===== src/rtl/pc_redirect_unit.sv =====
// pc_redirect_unit: instruction-fetch PC register with prioritised redirects.
// Selects the highest-index redirect request and holds one pending request
// while fetch is stalled. A misaligned redirect target vectors to TRAP_VECTOR.
module pc_redirect_unit #(
    parameter int unsigned            XLEN         = 32,
    parameter int unsigned            NUM_SRC      = 4,
    parameter logic [XLEN-1:0]        RESET_VECTOR = 32'h0000_0000,
    parameter logic [XLEN-1:0]        TRAP_VECTOR  = 32'h0000_0100,
    parameter int unsigned            SRC_W        = $clog2(NUM_SRC)
) (
    input  logic                      clk,
    input  logic                      rst,
    input  logic                      stall,
    input  logic [NUM_SRC-1:0]        redir_valid,
    input  logic [NUM_SRC*XLEN-1:0]   redir_target,
    output logic [XLEN-1:0]           pc_if,
    output logic [XLEN-1:0]           pc_next,
    output logic                      pc_valid,
    output logic                      flush,
    output logic [SRC_W-1:0]          redir_src,
    output logic                      misalign
);

    logic                 pend_valid;
    logic [SRC_W-1:0]     pend_src;
    logic [XLEN-1:0]      pend_target;

    logic                 new_valid;
    logic [SRC_W-1:0]     new_src;
    logic [XLEN-1:0]      new_target;

    logic                 new_wins;
    logic                 cand_valid;
    logic [SRC_W-1:0]     cand_src;
    logic [XLEN-1:0]      cand_target;
    logic                 cand_misalign;
    logic                 apply;

    // Fixed-priority pick of the incoming requests; ascending scan lets the highest index win.
    always_comb begin
        new_valid  = 1'b0;
        new_src    = '0;
        new_target = '0;
        for (int unsigned i = 0; i < NUM_SRC; i++) begin
            if (redir_valid[i]) begin
                new_valid  = 1'b1;
                new_src    = SRC_W'(i);
                new_target = redir_target[i*XLEN +: XLEN];
            end
        end
    end

    // Arbitrate new request against pending one and form the next PC.
    always_comb begin
        new_wins      = new_valid && (!pend_valid || (new_src >= pend_src));
        cand_valid    = new_wins || pend_valid;
        cand_src      = new_wins ? new_src    : pend_src;
        cand_target   = new_wins ? new_target : pend_target;
        cand_misalign = (cand_target[1:0] != 2'b00);
        apply         = !rst && !stall && cand_valid;

        if (rst) begin
            pc_next = RESET_VECTOR;
        end else if (stall) begin
            pc_next = pc_if;
        end else if (cand_valid) begin
            pc_next = cand_misalign ? TRAP_VECTOR : cand_target;
        end else begin
            pc_next = pc_if + XLEN'(4);
        end
    end

    // PC, status outputs and pending-redirect register.
    always_ff @(posedge clk) begin
        pc_if <= pc_next;
        if (rst) begin
            pc_valid    <= 1'b0;
            flush       <= 1'b0;
            misalign    <= 1'b0;
            redir_src   <= '0;
            pend_valid  <= 1'b0;
            pend_src    <= '0;
            pend_target <= '0;
        end else begin
            pc_valid <= 1'b1;
            flush    <= apply;
            misalign <= apply && cand_misalign;
            if (apply) begin
                redir_src <= cand_src;
            end
            // Under stall the winner either replaces the pending entry or is dropped;
            // without stall the pending entry is always consumed or superseded.
            if (stall) begin
                if (new_wins) begin
                    pend_valid  <= 1'b1;
                    pend_src    <= new_src;
                    pend_target <= new_target;
                end
            end else begin
                pend_valid <= 1'b0;
            end
        end
    end

endmodule


===== config.mk =====
export PLATFORM = sky130hd
export DESIGN_NAME = pc_redirect_unit
export DESIGN_NICKNAME = d
export VERILOG_FILES = /design/src/rtl/pc_redirect_unit.sv
export SDC_FILE = /design/constraint.sdc
export NUM_CORES = 1
export LEC_CHECK = 0
export CORE_MARGIN = 3
export CORE_UTILIZATION = 38
export DETAILED_ROUTE_END_ITERATION = 10
export PLACE_DENSITY = 0.77
export SYNTH_ARGS = -nofsm -noshare
export SYNTH_HDL_FRONTEND = slang
export SYNTH_SLANG_ARGS = --single-unit

===== constraint.sdc =====
create_clock -name clk -period 2.5 [get_ports clk]
set_input_delay 0.25 -clock clk [delete_from_list [all_inputs] [get_ports clk]]
set_output_delay 0.25 -clock clk [all_outputs]
set_load 0.02 [all_outputs]

Word level (Yosys, flattened, before mapping)
Index checks and enable logic that the tools add are counted.
Operators by class
  $add $sub $neg: 1
  magnitude comparators: 1
  muxes and demuxes: 18
  bitwise logic cells: 1
  reduce and logical (&&, ||, !) cells: 11
Operators by type and width (number)
  32-bit two-way mux: 9
  32-bit by 3-bit adder with 32-bit output (second input constant): 1
  1-bit two-way mux: 6
  2-bit two-way mux: 3
  1-bit logical AND: 4
  1-bit logical NOT: 3
  2-bit >= comparator: 1
  1-bit logical OR: 2
  2-bit nonzero test: 1
  2-bit OR reduction: 1
  1-bit inverter: 1
Word-level totals
  register bits: 72

Logic depth before layout (Yosys ltp)
Gate-level depths: netlist of run 1.
  word-level depth: 12
  depth in mapped cells: 14

Worst setup path before layout of run 1
Ideal clock, no wire load.
  path kind: input to output
  start: input redir_valid[2]
  end: output pc_next[3]
  arrival: 2.746 ns
  slack: -0.496 ns
  stages on the path: 13
  path buffers: 5
  cells stage by stage: buf_4 -> nor2b_1 -> buf_2 -> buf_2 -> nor2_1 -> ha_1 -> nor2b_1 -> o21a_1 -> nor2_1 -> buf_2 -> clkbuf_1 -> o21ai_0 -> o21ai_0
Between the ends
  word-level cells in the longest chain between the ends: 11
  elaborated cells on any way between the ends: 16
  those cells by class: order compare: 1; mux: 11; reduce/logical: 4
Ends and longest elaborated chain
  start: declaration: RTL line 14  | input logic [NUM_SRC-1:0] redir_valid,
  2-bit two-way mux (2 in series): RTL line 45  | if (redir_valid[i]) begin
  2-bit >= comparator: RTL line 55  | new_wins = new_valid && (!pend_valid || (new_src >= pend_src));
  1-bit logical OR: RTL line 55
  1-bit logical AND: RTL line 55
  32-bit two-way mux
  2-bit nonzero test: RTL line 59  | cand_misalign = (cand_target[1:0] != 2'b00);
  32-bit two-way mux: RTL line 67  | pc_next = cand_misalign ? TRAP_VECTOR : cand_target;
  32-bit two-way mux (*): RTL line 66  | end else if (cand_valid) begin
  32-bit two-way mux (*): RTL line 64  | end else if (stall) begin
  32-bit two-way mux (*): RTL line 62  | if (rst) begin
  end: declaration: RTL line 17  | output logic [XLEN-1:0] pc_next,
Every way passes the cells marked *; elsewhere a longest branch is shown, timed or not.

Worst setup path after layout of run 1
  start: register pend_src[0]
  end: output pc_next[5]
Between the ends
  word-level cells in the longest chain between the ends: 9
  elaborated cells on any way between the ends: 10
  those cells by class: order compare: 1; mux: 5; reduce/logical: 4
Ends and longest elaborated chain
  start: declaration: RTL line 25  | logic [SRC_W-1:0] pend_src;
  start signal: assignment: RTL line 96  | pend_src <= new_src;
  2-bit >= comparator (*): RTL line 55
  1-bit logical OR (*): RTL line 55
  1-bit logical AND (*): RTL line 55
  32-bit two-way mux
  2-bit nonzero test: RTL line 59
  32-bit two-way mux: RTL line 67
  32-bit two-way mux (*): RTL line 66
  32-bit two-way mux (*): RTL line 64
  32-bit two-way mux (*): RTL line 62
Marks and branches as above.

==> flow_metrics.py, run 1 <==
metrics = {
    "worst_setup_path": {
        "cp.required_ns": 2.25,
        "ff2ff_path_depth": 14,
        "crit_top_cell": "buf_12",
        "path_max_fanout": 5,
        "r2r_slack_ns": 0.15,
        "criticalPathCategory": "reg -> out",
        "r2r-end": "pend_target[19]",
        "worstPathCellList": "ha_4 -> nor2b_4 -> o21a_1 -> nor2_4 -> buf_12 -> buf_12 -> buf_16 -> o211ai_1 -> o21ai_1 -> o21ai_2 -> buf_6",
        "slowest_stage": "dfxtp_2",
        "critPathLaunchType": "flip-flop",
        "rr_startpoint": "pend_src[0]",
        "endpoint_kind": "output port",
        "crit_arrival_ns": 2.38,
        "slowest_delay_ns": 0.36,
    },
    "logic_synthesis": {
        "synth_cells": 555,
        "syn_area_um2": 4500,
        "yosysTopAreaCellShare": 0.321,
        "yosys_warnings": 0,
        "synth_top_flop_cell": "dfxtp_1",
        "synth_edf_count": 0,
        "yosysTopAreaCell": "dfxtp_1",
        "synth.distinct_cells": 55,
        "ys_ff_latch": 72,
        "synth_area_leaders": "dfxtp_1 (32%), a22oi_1 (11%), o211ai_1 (6.8%), a21oi_1 (4.9%), o21ai_0 (4.8%)",
        "synth-async-reset-ratio": 0,
        "ys_seq_area_frac": 0.321,
        "syn_nets": 693,
        "synth_area_per_cell_um2": 8.10,
    },
    "power": {
        "pwr-share-clk": 0.296,
        "p_switching_w": 0.00121,
        "ir_drop_uv": 404,
        "internal-power_w": 0.00269,
        "seqPwrFrac": 0.336,
        "p_comb_frac": 0.368,
        "p_per_area_nw_per_um2": 465,
        "switching_share": 0.311,
        "p_leak_nw": 3.29,
    },
    "final_layout": {
        "synthToLayoutAreaGrowth_pct": 86.9,
        "layout_common_cells": "clkdlybuf4s50_1 (167), buf_4 (119), dfxtp_1 (69)",
        "layout_commonest_cell": "clkdlybuf4s50_1",
        "fin_util": 0.733,
        "antennaDiodeCount": 0,
        "nets": 984,
        "drive_gt1_frac": 0.310,
        "final_cells": 992,
    },
    "timing": {
        "hold-worst-slack_ns": 0.369,
        "tns_ns": -1.62,
        "slew_headroom": 0.592,
        "hold_viol_final": 0,
        "worst_slack_ns": -0.132,
        "slew_viol_final": 0,
        "rsz0062_at_grt": "yes",
        "setup_viol": 28,
        "finClkSkew_ns": 0.00602,
        "max_freq_ghz": 0.380,
        "fin_crit_ns": 2.63,
        "period_share": 1.05,
        "worst_pin_slew_ns": 0.605,
    },
    "die": {
        "rows": 39,
        "io_pins": 204,
        "start_util": 0.392,
        "die_y_um": 115,
        "die_area_um2": 13200,
        "placeableCoreArea_um2": 11500,
        "die_x_um": 115,
    },
    "cts": {
        "cts_buffer_depth": 2,
        "clk_pin_slew_ns": 0.05,
        "cts.sinks": 72,
        "worstSkewPairLatency_ns": 0.34,
        "h-tree-depth": 3,
        "root_buffer": "clkbuf_16",
        "cts_buffers": 9,
        "hold_buffers": 0,
        "cts_tree": "built",
    },
    "routing": {
        "vias_per_cell": 5.73,
        "vias": 5689,
        "drtPass1Iterations": 5,
        "ant_nets": 0,
        "wl_per_cell_um": 19.3,
        "first_iter_violations": 407,
        "drc": 0,
        "routed_wl_um": 19200,
    },
    "place": {
        "placed_cells": 948,
        "portBuffers": 203,
        "dp_hpwl_um": 13900,
        "gp_congestion": 0.918,
    },
    "worst_hold_path": {
        "hold_start": "redir_valid[3]",
        "hold_end": "pend_src[1]",
        "hold_class": "in -> reg",
        "whs_path_depth": 4,
    },
    "global_route": {
        "grt_max_degree": 58,
        "overflow": 0,
        "grt_pass1_vias": 5612,
        "antenna_found_initial": 0,
        "track_usage": 0.277,
        "grt_pass1_wl_um": 29000,
    },
    "run_status": {
        "status": "finished, violations left",
        "violations": "setup timing",
    },
    "flow_run": {
        "cap_violations": 0,
    },
}
-- worst max-delay path: cells and delay by family (launching register included) --
| kind | cells | cell delay, ns |
|---|---|---|
| buffers and inverters | 4 | 0.53 |
| and+or+nand+nor | 2 | 0.18 |
| adders and majority gates | 1 | 0.21 |
| AOI/OAI and AO/OA | 4 | 0.76 |
| DFF | 1 | 0.36 |
-- metal layers --
layer / vias up / routed length (µm) / GRT usage
li1: 2716 / - / -
met2: 261 / 9210 / 0.453
met1: 2679 / 7940 / 0.363
met4: 0 / 561 / 0.105
met3: 33 / 1480 / 0.0553
met5: - / 0 / 0
-- cell usage after synthesis, types with 2 or more instances --
| library cell | number |
|---|---|
| and4_1 | 5 |
| nor2_1 | 27 |
| o21ai_0 | 43 |
| a211oi_2 | 6 |
| buf_1 | 2 |
| a21oi_1 | 44 |
| buf_6 | 4 |
| a31oi_1 | 3 |
| o211ai_1 | 41 |
| nand4_1 | 9 |
| o221ai_1 | 12 |
| nand2b_1 | 22 |
| o21a_1 | 6 |
| a32oi_1 | 2 |
| inv_1 | 8 |
| nand2_1 | 40 |
| clkbuf_1 | 20 |
| dfxtp_1 | 72 |
| and2_1 | 2 |
| buf_4 | 4 |
| buf_2 | 21 |
| mux2i_1 | 13 |
| nand3_1 | 12 |
| a21o_1 | 3 |
| nor2b_1 | 8 |
| o2111ai_1 | 4 |
| nor3_1 | 4 |
| and3_1 | 8 |
| ha_1 | 3 |
| o22ai_1 | 2 |
| nor4_1 | 2 |
| a22oi_1 | 64 |
| a21boi_0 | 2 |
| o21ai_1 | 12 |
| xnor2_1 | 2 |
| mux2_2 | 4 |
-- how the worst max path moves through the flow --
stage                              start     endpoint  slack, ns
final                        pend_src[0]   pc_next[5]      -0.13
after global routing         pend_src[0]   pc_next[5]      -0.21
after CTS                    pend_src[0]  pc_next[28]      -0.09
after detailed placement  redir_valid[2]  pc_next[11]      -0.97
after global placement    redir_valid[1]  pc_next[11]      -0.91
after floorplan           redir_valid[1]   pc_next[3]      -0.06
-- through the flow --
step / setup WS, ns / power [W] / instance area [µm²]
4_1_cts: -0.0940 / 0.00383 / 8200
3_3_place_gp: -0.910 / 0.00251 / 7410
3_5_place_dp: -0.968 / 0.00254 / 7410
6_report: -0.132 / 0.00390 / 8400
2_1_floorplan: -0.0570 / 0.00189 / 4680
5_1_grt: -0.212 / 0.00406 / 8400
-- power by group through the flow --
stage          clock, W  combinational [W]  sequential [W]
2_1_floorplan         0           0.000505         0.00139
3_3_place_gp          0            0.00120         0.00132
3_5_place_dp          0            0.00121         0.00132
4_1_cts         0.00116            0.00136         0.00131
5_1_grt         0.00122            0.00152         0.00132
6_report        0.00116            0.00144         0.00131
-- cells by family after synthesis --
kind of cell,count (synthesis),synth area share
AND/OR/NAND/NOR,150,0.183
AO/OA/AOI/OAI,251,0.379
flip-flops,72,0.321
XOR/XNOR,3,0.00585
buffers and inverters,59,0.0651
multiplexers,17,0.0390
adder cells (fa/ha/maj),3,0.00835
-- sequential cells by signal, indices dropped and copies added, names as in the netlist --
signal,count
redir_src,2
pc_if,32
misalign,1
pend_valid,1
flush,1
pend_target,32
pc_valid,1
pend_src,2
-- timing repair --
item / CTS / global route
cloned: 4 / 1
setup endpoints to repair: 32 / 33
setup buffers: 18 / 10
pin swaps: 22 / 16
resized for setup: 253 / 29
-- cell type report --
| type | instances | area [µm²] |
|---|---|---|
| Clock inverter | 1 | 5.00 |
| Timing Repair Buffer | 331 | 3210 |
| Tap cell | 143 | 179 |
| Sequential cell | 72 | 1450 |
| Fill cell | 848 | 3060 |
| Inverter | 8 | 30.0 |
| Clock buffer | 13 | 250 |
| Multi-Input combinational cell | 424 | 3280 |
Note: power is estimated with default switching activity, not from simulation.
==> run 2, diff against run 1 <==
--- a/config.mk
+++ b/config.mk
@@ -5,7 +5,6 @@
 export SDC_FILE = /design/constraint.sdc
 export NUM_CORES = 1
 export LEC_CHECK = 0
-export CORE_MARGIN = 3
 export CORE_UTILIZATION = 38
 export DETAILED_ROUTE_END_ITERATION = 10
 export PLACE_DENSITY = 0.77
==> run 2 against run 1 <==
  * Core utilization decreased by 0.91 points
  * Highest routed layer unchanged
  * Register-to-register slack improved by 0.06 ns
  * Die area decreased by 6.8%
  * Hold slack improved by 0.026 ns
  * Via count increased by 4.6%
  * Sequential power about the same
  * Clock power increased by 5%
  * The flow still finishes with violations (setup timing)
  * First-iteration DRC count increased by 36%
  * Setup slack got worse by 0.047 ns
  * Final area decreased by 1.2%
  * Sequential share of layout area increased by 0.20 points
==> flow_metrics.py, run 2 (synthesis gave the netlist of run 1 again) <==
metrics = {
    "worst_setup_path": {
        "critPathLaunchType": "flip-flop",
        "endpoint_kind": "output port",
        "crit_arrival_ns": 2.43,
        "path_max_fanout": 5,
        "criticalPathCategory": "reg -> out",
        "ff2ff_path_depth": 12,
        "r2r_slack_ns": 0.21,
        "r2r-end": "pend_target[16]",
        "cp.required_ns": 2.25,
        "rr_startpoint": "pend_src[0]",
    },
    "power": {
        "p_comb_frac": 0.356,
        "ir_drop_uv": 446,
        "switching_share": 0.328,
        "p_per_area_nw_per_um2": 475,
        "pwr-share-clk": 0.310,
        "p_switching_w": 0.00129,
        "seqPwrFrac": 0.334,
        "p_leak_nw": 3.23,
        "internal-power_w": 0.00265,
    },
    "cts": {
        "cts.sinks": 72,
        "root_buffer": "clkbuf_16",
        "h-tree-depth": 3,
        "cts_buffer_depth": 2,
        "worstSkewPairLatency_ns": 0.35,
        "cts_buffers": 9,
        "hold_buffers": 0,
        "cts_tree": "built",
        "clk_pin_slew_ns": 0.05,
    },
    "timing": {
        "max_freq_ghz": 0.373,
        "fin_crit_ns": 2.68,
        "slew_viol_final": 0,
        "worst_pin_slew_ns": 0.459,
        "rsz0062_at_grt": "yes",
        "hold_viol_final": 0,
        "hold-worst-slack_ns": 0.395,
        "period_share": 1.07,
        "finClkSkew_ns": 0.00770,
        "tns_ns": -2.85,
        "worst_slack_ns": -0.179,
        "slew_headroom": 0.689,
        "setup_viol": 30,
    },
    "routing": {
        "first_iter_violations": 554,
        "vias": 5950,
        "vias_per_cell": 6.00,
        "drc": 0,
        "drtPass1Iterations": 6,
        "wl_per_cell_um": 19.8,
        "ant_nets": 0,
        "routed_wl_um": 19600,
    },
    "final_layout": {
        "reg_top3": "pc_if (32), pend_target (32)",
        "synthToLayoutAreaGrowth_pct": 84.6,
        "layout_common_cells": "clkdlybuf4s50_1 (167), buf_4 (117), dfxtp_1 (70)",
        "drive_gt1_frac": 0.308,
        "nets": 981,
        "layout_commonest_cell": "clkdlybuf4s50_1",
        "fin_util": 0.724,
        "fillers": 810,
        "antennaDiodeCount": 0,
    },
    "global_route": {
        "grt_pass1_wl_um": 29000,
        "track_usage": 0.298,
        "grt_max_degree": 50,
        "antenna_found_initial": 0,
        "grt_pass1_vias": 5646,
        "overflow": 0,
    },
    "worst_hold_path": {
        "hold_start": "redir_valid[3]",
        "whs_path_depth": 4,
        "hold_class": "in -> reg",
        "hold_end": "pend_src[1]",
    },
    "die": {
        "rows": 39,
        "die_x_um": 111,
        "placeableCoreArea_um2": 11500,
        "die_y_um": 111,
        "start_util": 0.392,
        "die_area_um2": 12300,
        "io_pins": 204,
    },
    "run_status": {
        "violations": "setup timing",
        "status": "finished, violations left",
    },
    "flow_run": {
        "cap_violations": 0,
    },
    "place": {
        "portBuffers": 203,
        "gp_congestion": 0.950,
        "dp_hpwl_um": 13400,
    },
}
-- run 2: power groups by stage --
stage / clock network, W / logic [W] / registers [W]
floorplan: 0 / 0.000505 / 0.00139
global placement: 0 / 0.00118 / 0.00132
CTS: 0.00122 / 0.00133 / 0.00131
finish: 0.00122 / 0.00140 / 0.00131
detailed placement: 0 / 0.00120 / 0.00132
global route: 0.00128 / 0.00148 / 0.00132
-- run 2: per-layer routing --
metal / routed length [µm] / up-vias / part of all wire / track usage
li1: - / 2720 / - / -
met2: 9280 / 366 / 0.47 / 0.495
met1: 7870 / 2798 / 0.40 / 0.370
met3: 1630 / 66 / 0.083 / 0.0618
met5: 0 / - / 0 / 0
met4: 812 / 0 / 0.041 / 0.132
-- run 2: worst max path at each step --
stage	start	end	slack, ns	cells past startpoint
finish	pend_src[1]	pc_next[8]	-0.18	10
global route	pend_src[1]	pc_next[8]	-0.25	10
CTS	pend_src[1]	pc_next[11]	-0.17	12
detailed placement	redir_valid[2]	pc_next[26]	-0.98	13
global placement	redir_valid[1]	pc_next[11]	-0.91	12
floorplan	redir_valid[1]	pc_next[3]	-0.06	13
-- run 2: what timing repair did --
item / 4_1_cts / 5_1_grt
setup buffers: 19 / 14
pin swaps: 15 / 17
endpoints found under the setup margin: 32 / 32
gates resized for setup: 233 / 30
gates cloned: 5 / 1
-- run 2: critical path: stages (launching register included) --
cell and delay, ns:
dfxtp_2 0.33, inv_2 0.04, ha_4 0.25, inv_2 0.04, o21ai_2 0.17, nand2_2 0.10, o31ai_4 0.35, buf_2 0.29
nor2b_1 0.23, o21ai_2 0.13, buf_6 0.16
-- run 2: metrics by stage --
| stage | cells | setup slack, ns | total power (W) | cell area, µm² |
|---|---|---|---|---|
| detailed placement | 939 | -0.976 | 0.00253 | 7360 |
| global placement | 939 | -0.913 | 0.00250 | 7360 |
| CTS | 979 | -0.170 | 0.00385 | 8100 |
| finish | 991 | -0.179 | 0.00394 | 8300 |
| global route | 991 | -0.254 | 0.00408 | 8300 |
| floorplan | 555 | -0.0570 | 0.00189 | 4680 |
-- run 2: layout make-up --
| type | instances | area (µm²) | area share |
|---|---|---|---|
| flip-flops and latches | 72 | 1440 | 0.174 |
| repair buffers | 328 | 3150 | 0.380 |
| clock inverters | 7 | 55.1 | 0.00663 |
| well taps | 143 | 179 | 0.0216 |
| clock buffers | 9 | 225 | 0.0271 |
| multi-input cells | 424 | 3210 | 0.387 |
| inverters | 8 | 30.0 | 0.00362 |
==> run 3, diff against run 2 <==
--- a/config.mk
+++ b/config.mk
@@ -7,7 +7,9 @@
 export LEC_CHECK = 0
 export CORE_UTILIZATION = 38
 export DETAILED_ROUTE_END_ITERATION = 10
+export HOLD_SLACK_MARGIN = 0.02
 export PLACE_DENSITY = 0.77
+export SKIP_CTS_REPAIR_TIMING = 1
 export SYNTH_ARGS = -nofsm -noshare
 export SYNTH_HDL_FRONTEND = slang
 export SYNTH_SLANG_ARGS = --single-unit
==> constraint.sdc (replaced) <==
create_clock -name clk -period 2.35 [get_ports clk]
set_input_delay 0.235 -clock clk [delete_from_list [all_inputs] [get_ports clk]]
set_output_delay 0.235 -clock clk [all_outputs]
set_load 0.02 [all_outputs]
==> run 3 against run 2 <==
  * Sequential share of layout area shrank 0.18 points
  * Setup slack lost 0.095 ns
  * Total power grew 12%
  * The flow still finishes with violations (setup timing)
  * Routed wire length down 2.9%
  * Critical path type unchanged
  * Flip-flop and latch count stayed put
  * Count of clock-buffer cells in the layout up 3
==> flow_metrics.py, run 3 (synthesis gave the netlist of run 1 again) <==
metrics = {
    "final_layout": {
        "nets": 978,
        "multi_input_area_um2": 3250,
        "seqCellArea_um2": 1440,
        "layout_commonest_cell": "clkdlybuf4s50_1",
        "drive_gt1_frac": 0.308,
        "antennaDiodeCount": 0,
        "layout_common_cells": "clkdlybuf4s50_1 (167), buf_4 (112), dfxtp_1 (70)",
        "postLayoutCellArea_um2": 8390,
        "fillers": 805,
        "fin_util": 0.731,
        "reg_top3": "pc_if (32), pend_target (32)",
        "synthToLayoutAreaGrowth_pct": 86.6,
    },
    "worst_setup_path": {
        "cp.required_ns": 2.12,
        "criticalPathCategory": "reg -> out",
        "r2r_slack_ns": 0.26,
        "rr_startpoint": "pend_src[1]",
        "endpoint_kind": "output port",
        "r2r-end": "pc_if[8]",
        "crit_arrival_ns": 2.39,
        "crit_start": "pend_src[1]",
        "slowest_delay_ns": 0.37,
        "critPathLaunchType": "flip-flop",
        "worstPathCellList": "inv_2 -> ha_4 -> inv_4 -> o21ai_4 -> nand2_2 -> o31ai_4 -> buf_4 -> or3b_4 -> a22oi_2 -> buf_4",
        "ff2ff_path_depth": 11,
        "slowest_stage": "or3b_4",
        "path_buf_inv": 4,
        "crit_family": "compound AO/OA/AOI/OAI gates",
        "crit_end": "pc_next[28]",
        "cp.depth": 10,
        "path_max_fanout": 3,
        "crit_top_cell": "buf_4",
    },
    "cts": {
        "clk_pin_slew_ns": 0.06,
        "worstSkewPairLatency_ns": 0.35,
        "cts_buffer_depth": 2,
        "cts_buffers": 9,
        "root_buffer": "clkbuf_16",
        "cts_tree": "built",
        "h-tree-depth": 3,
        "cts.sinks": 72,
    },
    "routing": {
        "first_iter_violations": 358,
        "ant_nets": 0,
        "vias_per_cell": 5.77,
        "drc": 0,
        "routed_wl_um": 19000,
        "wl_per_cell_um": 19.3,
        "vias": 5696,
        "drtPass1Iterations": 5,
    },
    "flow_run": {
        "cap_violations": 0,
    },
    "power": {
        "p_leak_nw": 3.31,
        "p_per_area_nw_per_um2": 527,
        "ir_drop_uv": 581,
    },
    "place": {
        "portBuffers": 203,
        "placed_cell_area_um2": 7620,
        "dp_hpwl_um": 13400,
        "gp_congestion": 0.904,
    },
    "global_route": {
        "grt_pass1_vias": 5735,
        "antenna_found_initial": 0,
        "track_usage": 0.291,
        "grt_pass1_wl_um": 28400,
        "overflow": 0,
        "grt_max_degree": 53,
    },
    "timing": {
        "slew_headroom": 0.669,
        "period_share": 1.12,
        "rsz0062_at_grt": "yes",
        "setup_viol": 30,
        "hold_viol_final": 0,
        "worst_pin_slew_ns": 0.491,
        "worst_slack_ns": -0.274,
        "fin_crit_ns": 2.62,
        "max_freq_ghz": 0.381,
        "finClkSkew_ns": 0.00488,
        "hold-worst-slack_ns": 0.360,
        "slew_viol_final": 0,
    },
    "die": {
        "start_util": 0.392,
        "placeableCoreArea_um2": 11500,
        "io_pins": 204,
        "rows": 39,
        "die_area_um2": 12300,
        "die_y_um": 111,
        "die_x_um": 111,
    },
    "run_status": {
        "status": "finished, violations left",
        "violations": "setup timing",
    },
    "worst_hold_path": {
        "hold_class": "in -> reg",
    },
}
[run 3: changes by cell type in the layout (fill, tap and decap cells not counted), moves of 5 or more]
cell      delta
o221ai_4     +6
clkbuf_2     +5
buf_4        -5
o21ai_2      +6
o221ai_2     -6
o21ai_1      -8
[run 3: final cells by class]
| class | count | share of cell area |
|---|---|---|
| multi-input combinational | 424 | 0.388 |
| sequential | 72 | 0.172 |
| clock buffer | 12 | 0.0306 |
| tap | 143 | 0.0213 |
| clock inverter | 4 | 0.00910 |
| timing repair buffer | 325 | 0.375 |
| inverter | 8 | 0.00388 |
[run 3: tightest hold or removal path, stage by stage]
cell      delay [ns]
buf_2           0.13
nor2_2          0.10
buf_4           0.14
a211oi_2        0.06
[run 3: stage by stage]
step | cells | worst slack [ns] | total power (W) | TNS [ns]
floorplan | 555 | -0.175 | 0.00205 | -3.29
global placement | 955 | -1.10 | 0.00271 | -39.39
detailed placement | 955 | -1.11 | 0.00274 | -41.67
CTS | 971 | -1.13 | 0.00427 | -32.04
global route | 988 | -0.335 | 0.00457 | -7.20
finish | 988 | -0.274 | 0.00442 | -5.08
[run 3: worst min path at each step]
stage / startpoint / end / slack, ns / cells past startpoint
finish: redir_valid[3] / pend_src[1] / 0.36 / 4
global route: redir_valid[3] / pend_src[1] / 0.40 / 4
floorplan: pend_target[28] / pend_target[28] / 0.42 / 2
global placement: pend_target[31] / pend_target[31] / 0.44 / 2
CTS: redir_valid[3] / pend_src[1] / 0.39 / 4
detailed placement: pend_target[31] / pend_target[31] / 0.45 / 2
[run 3: power by group]
| group | internal (W) | leakage, nW | total, W | switching [W] |
|---|---|---|---|---|
| logic | 0.000784 | 2.56 | 0.00149 | 0.000706 |
| clock network | 0.000990 | 0.159 | 0.00154 | 0.000546 |
| registers | 0.00132 | 0.591 | 0.00139 | 0.0000738 |
| total | 0.00309 | 3.31 | 0.00442 | 0.00133 |
[run 3: routing by layer]
layer,track usage,wire length [µm],part of all wire
met1,0.308,7230,0.38
met2,0.546,10100,0.53
met3,0.0656,1060,0.056
met4,0.127,622,0.033
met5,0,0,0
==> variant 1, RTL diff (settings of run 3) <==
Register the input `redir_target` before use. The logic sees it one clock later. The other inputs are not delayed to match.
--- a/src/rtl/pc_redirect_unit.sv
+++ b/src/rtl/pc_redirect_unit.sv
@@ -20,6 +20,12 @@
     output logic [SRC_W-1:0]          redir_src,
     output logic                      misalign
 );
+
+    logic [NUM_SRC*XLEN-1:0] redir_target_q;
+
+    always_ff @(posedge clk) begin
+        redir_target_q <= redir_target;
+    end
 
     logic                 pend_valid;
     logic [SRC_W-1:0]     pend_src;
@@ -45,7 +51,7 @@
             if (redir_valid[i]) begin
                 new_valid  = 1'b1;
                 new_src    = SRC_W'(i);
-                new_target = redir_target[i*XLEN +: XLEN];
+                new_target = redir_target_q[i*XLEN +: XLEN];
             end
         end
     end
Formal check against the unedited RTL: not equivalent (Yosys sat finds a counterexample within 4 cycles, from zero or initial values and one cycle with rst high).
==> variant 1 against run 3 <==
The flow still finishes with violations (setup timing); sequential cell count grew 128; largest cell class is now sequential cells; highest routed layer unchanged; core utilization shrank 12 points; wire length grew 15%; total power grew 79%; sequential power grew to 2.6 times the old value; cell area grew 31%; setup slack lost 260 ps; clock skew grew 6.9 ps; critical endpoint is now pc_next[19]; synthesized area grew 56%.
==> variant 1: results (changes against run 3) <==
[placement]
preCtsSetupSlack_ps = -1190  ; was -1110 ps
gp_congestion = 0.867  ; was 0.904
hpwlAfterDp_um = 16400  ; was 13400 um

[worst_hold_path]
hold_class = in2reg  ; unchanged
min_delay_path_depth = 1  ; was 4
min-delay-start = redir_target[25]  ; was redir_valid[3]
hold-path-endpoint = redir_target_q[25]$_DFF_P_  ; was pend_src[1]$_SDFFE_PP0P_

[clock_network]
clk_latency_ps = 430  ; was 350 ps
cts_max_level = 4  ; was 3
path_clk_slew_ps = 80  ; was 60 ps
cts_buffers = 17  ; was 9

[grt]
gr-usage-all-layers_pct = 23.1  ; was 29.1%
antenna_found_initial = 0  ; unchanged
grt_max_degree = 37  ; was 53
grt_pass1_vias = 6124  ; was 5735
grt_pass1_wl_um = 32700  ; was 28400 um

[critical_path]
max_stage_delay_ps = 390  ; was 370 ps
ff2ff_setup_slack_ps = 150  ; was 260 ps
r2r_end = pc_if[19]$_DFF_P_  ; was pc_if[8]$_DFF_P_
r2r_cells = 10  ; was 11
crit_path_top_delay_cell = a221o_1  ; was or3b_4
crit_fanout = 7  ; was 3
arrival_ps = 2650  ; was 2390 ps

[synth]
syn-num-nets = 830  ; was 693
synthMuxAreaShare_pct = 3.02  ; was 3.90%
yosysSeqAreaShare_pct = 57.3  ; was 32.1%
synthCells = 692  ; was 555
ys_top_cells_by_area = dfxtp_1 57%, a22oi_1 5.8%, o21ai_0 4.4%  ; was dfxtp_1 32%, a22oi_1 11%, o211ai_1 6.8%
yosys-top-cells-count = 200 x dfxtp_1, 64 x nand2_1, 61 x o21ai_0  ; was 72 x dfxtp_1, 64 x a22oi_1, 44 x a21oi_1
synth-xor-area-share_pct = 0.125  ; was 0.584%
ys_types = 59  ; was 55
synth_fa_ha_area_share_pct = 0.537  ; was 0.835%

[routing]
dr.first_iter.drc_count = 541  ; was 358
avgViaCountPerCell = 5.30  ; was 5.77
wl_um = 21800  ; was 19000 um

[power]
ir_drop_uv = 534  ; was 581 uV
p_leak_uw = 0.00445  ; was 0.00331 uW

[status]
status = finished, violations left  ; unchanged
violations = setup timing  ; unchanged

[timing]
setup_viol = 30  ; unchanged
postLayoutSetupSlackWorst_ps = -538  ; was -274 ps
slew_headroom_pct = 60.4  ; was 66.9%
worst_clock_skew_ps = 11.7  ; was 4.88 ps
fin_tns_setup_ps = -13510  ; was -5080 ps

[cells_and_area]
reg.largest.list = redir_target_q x128, pc_if x32, pend_target x32  ; was pc_if x32, pend_target x32
final_layout_size_suffix_gt1_share_pct = 24.3  ; was 30.8%
fin_cells = 1230  ; was 988
final_nets = 1126  ; was 978
fill_cells = 1495  ; was 805

## variant 1: per-stage QoR
stage	total power, uW	hold slack (ps)	instance area (um^2)
2_1_floorplan	4300	263	7230
3_3_place_gp	4950	449	10200
3_5_place_dp	4970	452	10200
4_1_cts	7900	228	10800
5_1_grt	8240	226	11000
6_report	7930	242	11000
## variant 1: how the worst max path moves through the flow
stage                                   from          end  cells past startpoint
finish              pend_src[1]$_SDFFE_PP0P_  pc_next[19]                     11
global route        pend_src[1]$_SDFFE_PP0P_  pc_next[19]                     11
detailed placement            redir_valid[2]   pc_next[5]                     14
global placement              redir_valid[2]   pc_next[8]                     13
floorplan                     redir_valid[1]  pc_next[11]                     14
CTS                           redir_valid[2]   pc_next[8]                     13
## variant 1: final cells by class
| class | count | area (um^2) | share of cell area, % |
|---|---|---|---|
| multi-input combinational | 435 | 3010 | 27.5 |
| sequential | 200 | 4010 | 36.6 |
| tap | 229 | 287 | 2.62 |
| inverter | 11 | 41.3 | 0.377 |
| clock inverter | 14 | 163 | 1.49 |
| clock buffer | 18 | 439 | 4.01 |
| timing repair buffer | 323 | 3010 | 27.5 |
## variant 1: worst max-delay path: cells and delay by family, from the launching register on
family / cells / cell delay [ps]
buf+inv: 6 / 610
compound gates: 2 / 590
flops: 1 / 340
mux: 1 / 310
fa+ha+maj: 1 / 250
simple gates: 1 / 110
## variant 1: layer usage
metal  track usage [%]  vias up  share of wire [%]
li1                  -     3152                  -
met1              32.4     3041                 46
met2              34.8      312                 45
met3              5.52       20                7.5
met4              6.72        0                1.4
met5                 0        -                  0
## variant 1: report_power, final
part | leakage (uW) | switching [uW] | internal (uW)
logic | 0.00250 | 611 | 668
clock network | 0.000282 | 1340 | 1620
registers | 0.00167 | 91.1 | 3590
==> variant 2, RTL diff (flow settings as in run 3) <==
Without the edit above. The parameter `XLEN` goes from 32 to 28.
--- a/src/rtl/pc_redirect_unit.sv
+++ b/src/rtl/pc_redirect_unit.sv
@@ -2,7 +2,7 @@
 // Selects the highest-index redirect request and holds one pending request
 // while fetch is stalled. A misaligned redirect target vectors to TRAP_VECTOR.
 module pc_redirect_unit #(
-    parameter int unsigned            XLEN         = 32,
+    parameter int unsigned            XLEN         = 28,
     parameter int unsigned            NUM_SRC      = 4,
     parameter logic [XLEN-1:0]        RESET_VECTOR = 32'h0000_0000,
     parameter logic [XLEN-1:0]        TRAP_VECTOR  = 32'h0000_0100,
Interface: changed (resized pc_if, pc_next and redir_target); port bits go from 204 to 180. No check against the original RTL was run, so the function may have changed too.
==> variant 2 against run 3 <==
The flow still finishes with violations (setup timing); cell area shrank 14%; sequential cell count shrank 8; wire length shrank 12%; total power shrank 23%; register-to-register slack lost 160 ps; non-clock buffer count shrank 58; synthesized area shrank 12%; setup slack lost 210 ps.
==> variant 2: results (changes against run 3) <==
[timing]
hold_ws_ps = 361  ; was 360 ps
tightest_slew_ps = 481  ; was 491 ps
fin_tns_setup_ps = -8680  ; was -5080 ps
worst_clock_skew_ps = 9.13  ; was 4.88 ps
postLayoutSetupSlackWorst_ps = -484  ; was -274 ps
setup_viol = 26  ; was 30

[synth]
ys_types = 55  ; unchanged
synth_fa_ha_area_share_pct = 0.951  ; was 0.835%
synthCells = 492  ; was 555
syn-num-nets = 614  ; was 693
ys_top_cells_by_area = dfxtp_1 32%, a22oi_1 11%, o21ai_0 6.2%  ; was dfxtp_1 32%, a22oi_1 11%, o211ai_1 6.8%
synthMuxAreaShare_pct = 6.31  ; was 3.90%
synth-compound-area-share_pct = 34.2  ; was 37.9%
yosys-top-cells-count = 64 x dfxtp_1, 58 x a22oi_1, 49 x o21ai_0  ; was 72 x dfxtp_1, 64 x a22oi_1, 44 x a21oi_1
synth-seq-cells = 64  ; was 72
yosysSeqAreaShare_pct = 32.5  ; was 32.1%

[worst_hold_path]
hold-path-endpoint = pend_src[0]$_SDFFE_PP0P_  ; was pend_src[1]$_SDFFE_PP0P_

[cells_and_area]
clock_area_share_pct = 2.77  ; was 3.97%
seq_share_pct = 17.9  ; was 17.2%
nonClockBufferCount = 267  ; was 325
fin_cells = 866  ; was 988
multi_input_area_um2 = 2980  ; was 3250 um^2
num-nonclk-inverters = 5  ; was 8
fin_util_pct = 72.4  ; was 73.1%
final_nets = 850  ; was 978
nMultiInputCombCells = 381  ; was 424
nonClkBufAreaFrac_pct = 35.1  ; was 37.5%
reg.largest.list = pc_if x28, pend_target x28  ; was pc_if x32, pend_target x32
final_layout_size_suffix_gt1_share_pct = 29.7  ; was 30.8%
clock_buffers = 13  ; was 12
fill_cells = 729  ; was 805

[placement]
preCtsSetupSlack_ps = -1170  ; was -1110 ps
portBuffers = 179  ; was 203
place_inst = 836  ; was 955
placedInstanceArea_um2 = 6490  ; was 7620 um^2
gp_congestion = 0.884  ; was 0.904

[routing]
dr.first_iter.drc_count = 466  ; was 358
wl_per_cell_um = 19.3  ; about the same
vias = 5052  ; was 5696

[critical_path]
ff2ff_setup_slack_ps = 100  ; was 260 ps
arrival_ps = 2600  ; was 2390 ps
r2r-start = pend_src[0]$_SDFFE_PP0P_  ; was pend_src[1]$_SDFFE_PP0P_
crit_path_top_delay_cell = mux2_4  ; was or3b_4
crit_fanout = 5  ; was 3
crit_end = pc_next[13]  ; was pc_next[28]
r2r_cells = 9  ; was 11

[power]
ir_drop_uv = 357  ; was 581 uV
power.density_nw_per_um2 = 471  ; was 527 nW/um^2
p_seq_share_pct = 36.0  ; was 31.5%
p_leak_uw = 0.00275  ; was 0.00331 uW
power_frac_comb_pct = 34.5  ; was 33.7%

[grt]
gr-usage-all-layers_pct = 27.2  ; was 29.1%
grt_max_degree = 49  ; was 53
grt_pass1_vias = 4686  ; was 5735
grt_pass1_wl_um = 23400  ; was 28400 um

[floorplanning]
core_um2 = 9910  ; was 11500 um^2

[status]
status = finished, violations left  ; unchanged
violations = setup timing  ; unchanged

[clock_network]
clockRootBuffer = clkbuf_8  ; was clkbuf_16

variant 2: cell types whose count changed in the layout (fill, tap and decap cells not counted), moves of 7 or more:
| cell | run 3 | this run |
|---|---|---|
| a21oi_1 | 39 | 29 |
| a22oi_1 | 59 | 52 |
| buf_4 | 112 | 88 |
| clkbuf_16 | 13 | 1 |
| clkbuf_8 | 2 | 11 |
| clkdlybuf4s50_1 | 167 | 147 |
| dfxtp_1 | 70 | 61 |
| mux2_2 | 0 | 7 |
| nand2b_1 | 22 | 14 |
| o211ai_1 | 41 | 32 |
| o21ai_0 | 15 | 26 |
| o21ai_1 | 16 | 3 |
| o21ai_2 | 23 | 15 |
variant 2: metal layers:
metal	share of wire (%)	vias to the layer above	wire (um)	GRT usage (%)
li1	-	2366	-	-
met1	39	2379	6450	31.3
met2	51	242	8580	48.4
met3	6.4	65	1070	5.58
met4	3.4	0	574	11.6
met5	0	-	0	0
